**config.mk**
```make
export PLATFORM = sky130hd
export DESIGN_NAME = output_sram_arbiter
export DESIGN_NICKNAME = d
export VERILOG_FILES = /design/src/rtl/output_sram_arbiter.sv
export SDC_FILE = /design/constraint.sdc
export NUM_CORES = 1
export LEC_CHECK = 0
export CAP_MARGIN = 0
export CORE_AREA = 10 10 137 139
export DETAILED_ROUTE_END_ITERATION = 8
export DIE_AREA = 0 0 147 149
export PLACE_DENSITY = 0.71
export SYNTH_ARGS = -nofsm -noshare
export SYNTH_HDL_FRONTEND = slang
export SYNTH_SLANG_ARGS = --single-unit
```
**constraint.sdc**
```tcl
create_clock -name clk -period 2.4 [get_ports clk]
set_input_delay 0.48 -clock clk [delete_from_list [all_inputs] [get_ports clk]]
set_output_delay 0.48 -clock clk [all_outputs]
set_load 0.02 [all_outputs]
```
**src/rtl/output_sram_arbiter.sv**
```systemverilog
// Output SRAM write arbiter: round-robin selection among NUM_REQ vertex-buffer
// bank requesters into a one-entry output stage that drives the SRAM write port.
// Optional feature: define OSRAM_ARB_STATS_EN to add a saturating 16-bit
// write_count output counting writes accepted by the SRAM.
module output_sram_arbiter #(
    parameter int NUM_REQ = 4,
    parameter int ADDR_W  = 8,
    parameter int DATA_W  = 64
) (
    input  logic                      clk,
    input  logic                      reset,
    input  logic [NUM_REQ-1:0]        req_valid,
    input  logic [NUM_REQ*ADDR_W-1:0] req_addr,
    input  logic [NUM_REQ*DATA_W-1:0] req_data,
    output logic [NUM_REQ-1:0]        req_grant,
    output logic                      sram_wen,
    output logic [ADDR_W-1:0]         sram_addr,
    output logic [DATA_W-1:0]         sram_wdata,
    input  logic                      sram_ready,
    output logic                      idle
`ifdef OSRAM_ARB_STATS_EN
    ,
    output logic [15:0]               write_count
`endif
);

    localparam int PTR_W = (NUM_REQ > 1) ? $clog2(NUM_REQ) : 1;

    typedef enum logic {
        EMPTY = 1'b0,
        FULL  = 1'b1
    } state_t;

    state_t              state_q, state_d;
    logic [PTR_W-1:0]    rr_ptr_q, rr_ptr_d;
    logic [ADDR_W-1:0]   addr_q, addr_d;
    logic [DATA_W-1:0]   data_q, data_d;

    logic                can_accept;
    logic                found;
    logic                do_grant;
    logic [PTR_W-1:0]    winner;
    logic [PTR_W:0]      sum;
    logic [PTR_W-1:0]    idx;

    // Round-robin search starting at rr_ptr, wrapping past the last bank to bank 0.
    always_comb begin
        found  = 1'b0;
        winner = '0;
        sum    = '0;
        idx    = '0;
        for (int i = 0; i < NUM_REQ; i++) begin
            sum = {1'b0, rr_ptr_q} + (PTR_W+1)'(i);
            if (sum >= (PTR_W+1)'(NUM_REQ)) begin
                sum = sum - (PTR_W+1)'(NUM_REQ);
            end
            idx = sum[PTR_W-1:0];
            if (!found && req_valid[idx]) begin
                found  = 1'b1;
                winner = idx;
            end
        end
    end

    // Grant is combinational; the stage can refill in the same cycle it drains.
    always_comb begin
        can_accept = (state_q == EMPTY) || sram_ready;
        do_grant   = reset && can_accept && found;
        req_grant  = '0;
        if (do_grant) begin
            req_grant[winner] = 1'b1;
        end
    end

    // Next state of the output stage and the round-robin pointer.
    always_comb begin
        state_d  = state_q;
        rr_ptr_d = rr_ptr_q;
        addr_d   = addr_q;
        data_d   = data_q;
        if (do_grant) begin
            state_d  = FULL;
            addr_d   = req_addr[int'(winner)*ADDR_W +: ADDR_W];
            data_d   = req_data[int'(winner)*DATA_W +: DATA_W];
            rr_ptr_d = (winner == PTR_W'(NUM_REQ-1)) ? '0 : winner + 1'b1;
        end else if ((state_q == FULL) && sram_ready) begin
            state_d = EMPTY;
        end
    end

    // State register; a reset drops any pending entry without writing it.
    always_ff @(posedge clk) begin
        if (!reset) begin
            state_q  <= EMPTY;
            rr_ptr_q <= '0;
        end else begin
            state_q  <= state_d;
            rr_ptr_q <= rr_ptr_d;
        end
    end

    // Output stage address/data, cleared on reset so the SRAM port starts at zero.
    always_ff @(posedge clk) begin
        if (!reset) begin
            addr_q <= '0;
            data_q <= '0;
        end else begin
            addr_q <= addr_d;
            data_q <= data_d;
        end
    end

    assign sram_wen   = (state_q == FULL);
    assign sram_addr  = addr_q;
    assign sram_wdata = data_q;
    assign idle       = (state_q == EMPTY) && !(|req_valid);

`ifdef OSRAM_ARB_STATS_EN
    logic [15:0] write_count_q, write_count_d;

    function automatic logic [15:0] sat_inc16(input logic [15:0] v);
        return (v == 16'hFFFF) ? v : v + 16'd1;
    endfunction

    // Count SRAM-accepted writes, sticking at the maximum value.
    always_comb begin
        write_count_d = write_count_q;
        if ((state_q == FULL) && sram_ready) begin
            write_count_d = sat_inc16(write_count_q);
        end
    end

    // Write counter register.
    always_ff @(posedge clk) begin
        if (!reset) begin
            write_count_q <= '0;
        end else begin
            write_count_q <= write_count_d;
        end
    end

    assign write_count = write_count_q;
`endif

endmodule

```
==> impl_metrics.yaml <==
run_status:
  status: "finished, final reports clean"
grt:
  grt_util_all_layers_pct: 18.1
  grt_pass1_wl_um: 31500
  first_global_vias: 5520
  antenna_found_initial: 0
  overflow: 0
  grt_max_degree: 73
synthesis:
  synth.area.mux_share_pct: 32.4
  yosysTopAreaCellShare_pct: 33.5
  synth_seq_cells: 75
  ys_seq_area_share_pct: 33.5
  synth_xor_area_share_pct: 0
  syn_avg_cell_area_um2: 10.3
  synth_top_family_by_area: "multiplexers"
  synthAdderAreaFrac_pct: 0.279
  synth_area_leaders: "dfxtp_1, mux2i_1, o221ai_1, nand2_1, buf_12"
  synth_compound_area_share_pct: 15.7
  synth_cell_type_count: 29
  synth-simple-area-share_pct: 8.18
  synth_top_area_cell: "dfxtp_1"
  synthCells: 434
  synth_nets: 730
  syn_area_mm2: 0.00448
  ys.warnings.count: 0
route:
  drt_iter0_drc: 181
  routed_wl_um: 20700
  remaining_drc_errors: 0
  ant_nets: 0
  wire_per_inst_um: 20.3
  num_vias: 4918
  avgViaCountPerCell: 4.83
  dr.pass1.iters: 4
die:
  num_rows: 47
  die_area_mm2: 0.0219
  dieHeight_um: 149
  fp.dieW_um: 147
  coreArea_mm2: 0.0162
  ios: 373
  start_util_pct: 27.7
cts:
  postCtsHoldBufs: 0
  htreeDepth: 3
  root_buffer: "clkbuf_16"
  clock-sinks: 75
  insertion_delay_ps: 330
  cts_tree: "yes"
  numCtsBuffers: 9
  clk_path_buf_depth: 2
  clk_pin_slew_ps: 60
min_path:
  worstHoldPathType: "reg -> reg"
pwr:
  p_int_mw: 3.43
  comb_power_share_pct: 45.4
  p_per_area_mw_per_mm2: 596
  p_sw_share_pct: 32.4
  leakage_nw: 3.26
  clock_power_share_pct: 23.0
  vdd_drop_max_mv: 0.302
  switchingPower_mw: 1.64
  p_seq_share_pct: 31.5
worst_setup_path:
  critPathSlowestCell: "mux2i_1"
  r2r_end: "sram_wdata[32]"
  crit_fanout: 68
  max_stage_delay_ps: 380
  reg2reg_from: "rr_ptr_q[1]"
  startpoint: "req_valid[0]"
  rrSetupSlack_ps: 130
  end_kind: "flop"
  crit_type: "in -> reg"
  cp.required_ps: 2590
  cp-endpoint: "sram_wdata[32]"
  start_kind: "input port"
  cp.arrival_ps: 2510
  crit_chain: "dlygate4sd2_1 -> a21o_1 -> a21oi_1 -> o22a_4 -> buf_4 -> buf_16 -> mux2i_1 -> o221ai_1"
  rr_worst_depth: 7
cells_and_area:
  drive_above_1_share_pct: 4.88
  fin_nets: 1092
  instances_no_fill: 1019
  syn_to_final_growth_pct: 89.9
  n_antenna_cell: 0
timing:
  period_minus_slack_ps: 2320
  whs_ps: 459
  setup_slack_ps: 75.4
  finalCritPeriodShare_pct: 96.9
  max_freq_mhz: 430
  fin_worst_skew_ps: 6.90
  worstMarginPinSlew_ps: 598
  relSlewSlack_pct: 60.2
  finalMaxSlewViolations: 0
  rsz0062_at_grt: "false"
  setup_viol: 0
  hold_viol_final: 0
placed_design:
  numPortBuffers: 372
  dp_hpwl_um: 17000
  pre_cts_ws_ps: -588
  place_congestion: 0.884
  dp_cells: 1002
flow_run:
  max_cap_viol_count: 0
## repair_timing
action / CTS / global route
endpoints found under the setup margin: 76 / 47
resized for setup: 23 / 3
pin swaps: 2 / 0
cloned: 0 / 0
setup buffers: 3 / 0
## routing by layer
| metal | track usage, % | wire (um) | up-vias |
|---|---|---|---|
| met1 | 19.2 | 7810 | 2307 |
| met5 | 0 | 0 | - |
| met3 | 5.83 | 1520 | 20 |
| met4 | 5.60 | 354 | 0 |
| li1 | - | - | 2380 |
| met2 | 33.6 | 11000 | 211 |
## worst min path at each step
stage                               from              to  slack, ps  cells after the start
after detailed placement   sram_wdata[6]   sram_wdata[6]        450                      2
after global routing      sram_wdata[23]  sram_wdata[23]        480                      2
after CTS                 sram_wdata[13]  sram_wdata[13]        460                      2
after global placement    sram_wdata[48]  sram_wdata[48]        440                      2
final                     sram_wdata[13]  sram_wdata[13]        460                      2
after floorplan              rr_ptr_q[0]     rr_ptr_q[0]        510                      1
## layout by cell type (no fill, tap or decap), drive strengths merged, types with 5 or more instances in the layout
cell type and n:
nand2 74, o221ai 72, buf 23, clkbuf 14, dlygate4sd2 5, clkdlybuf4s50 363
mux2i 145, dfxtp 75
## state kept, by name (all words and copies together), names as in the netlist
signal / cells
rr_ptr_q: 2
sram_wdata: 64
sram_wen: 1
sram_addr: 8
## cell usage after synthesis
cell and number:
a211oi_2 1, a21boi_0 1, a21o_1 1, a21oi_1 2
a21oi_2 1, and3_1 1, buf_12 11, buf_2 9
buf_4 1, buf_6 9, buf_8 1, clkbuf_1 7
clkbuf_4 2, dfxtp_1 75, ha_1 1, inv_1 3
inv_2 1, mux2i_1 145, nand2_1 74, nand2b_1 2
nand3_2 1, nand3b_1 1, nor2_1 4, nor2b_1 4
nor4_2 1, o211a_1 1, o221ai_1 72, o22a_1 1
o22ai_1 1
## area by class of cell
type	count	area, um2
repair buffers	391	3920
multi-input cells	315	2550
well taps	220	275
fillers	1447	7660
clock buffers	14	244
flip-flops and latches	75	1500
inverters	4	15.0
## worst max-delay path: cells and delay by family
family / cells / cell delay (ps)
AO/OA/AOI/OAI: 4 / 740
multiplexers: 1 / 380
buffers and inverters: 3 / 820
## power groups by stage
| stage | logic [mW] | clock network, mW | registers, mW |
|---|---|---|---|
| 6_report | 2.30 | 1.17 | 1.60 |
| 5_1_grt | 2.44 | 1.27 | 1.62 |
| 4_1_cts | 2.32 | 1.22 | 1.60 |
| 3_5_place_dp | 2.31 | 0 | 1.62 |
| 3_3_place_gp | 2.28 | 0 | 1.61 |
| 2_1_floorplan | 1.01 | 0 | 1.88 |
## cell families after synthesis
kind of cell | after synthesis
buffers and inverters | 44
multiplexers | 145
AND/OR/NAND/NOR | 88
flip-flops | 75
adder cells (fa/ha/maj) | 1
AO/OA/AOI/OAI | 81
## per-stage QoR
stage / utilization [%] / cell area [um2] / total power [mW] / TNS, ps
CTS: 52.5 / 8490 / 5.13 / 0
global placement: 51.0 / 8250 / 3.88 / -28090
detailed placement: 51.0 / 8250 / 3.93 / -31350
finish: 52.6 / 8510 / 5.07 / 0
floorplan: - / 4480 / 2.89 / 0
global route: 52.6 / 8510 / 5.33 / 0
Power figures use the tool's default switching activity.
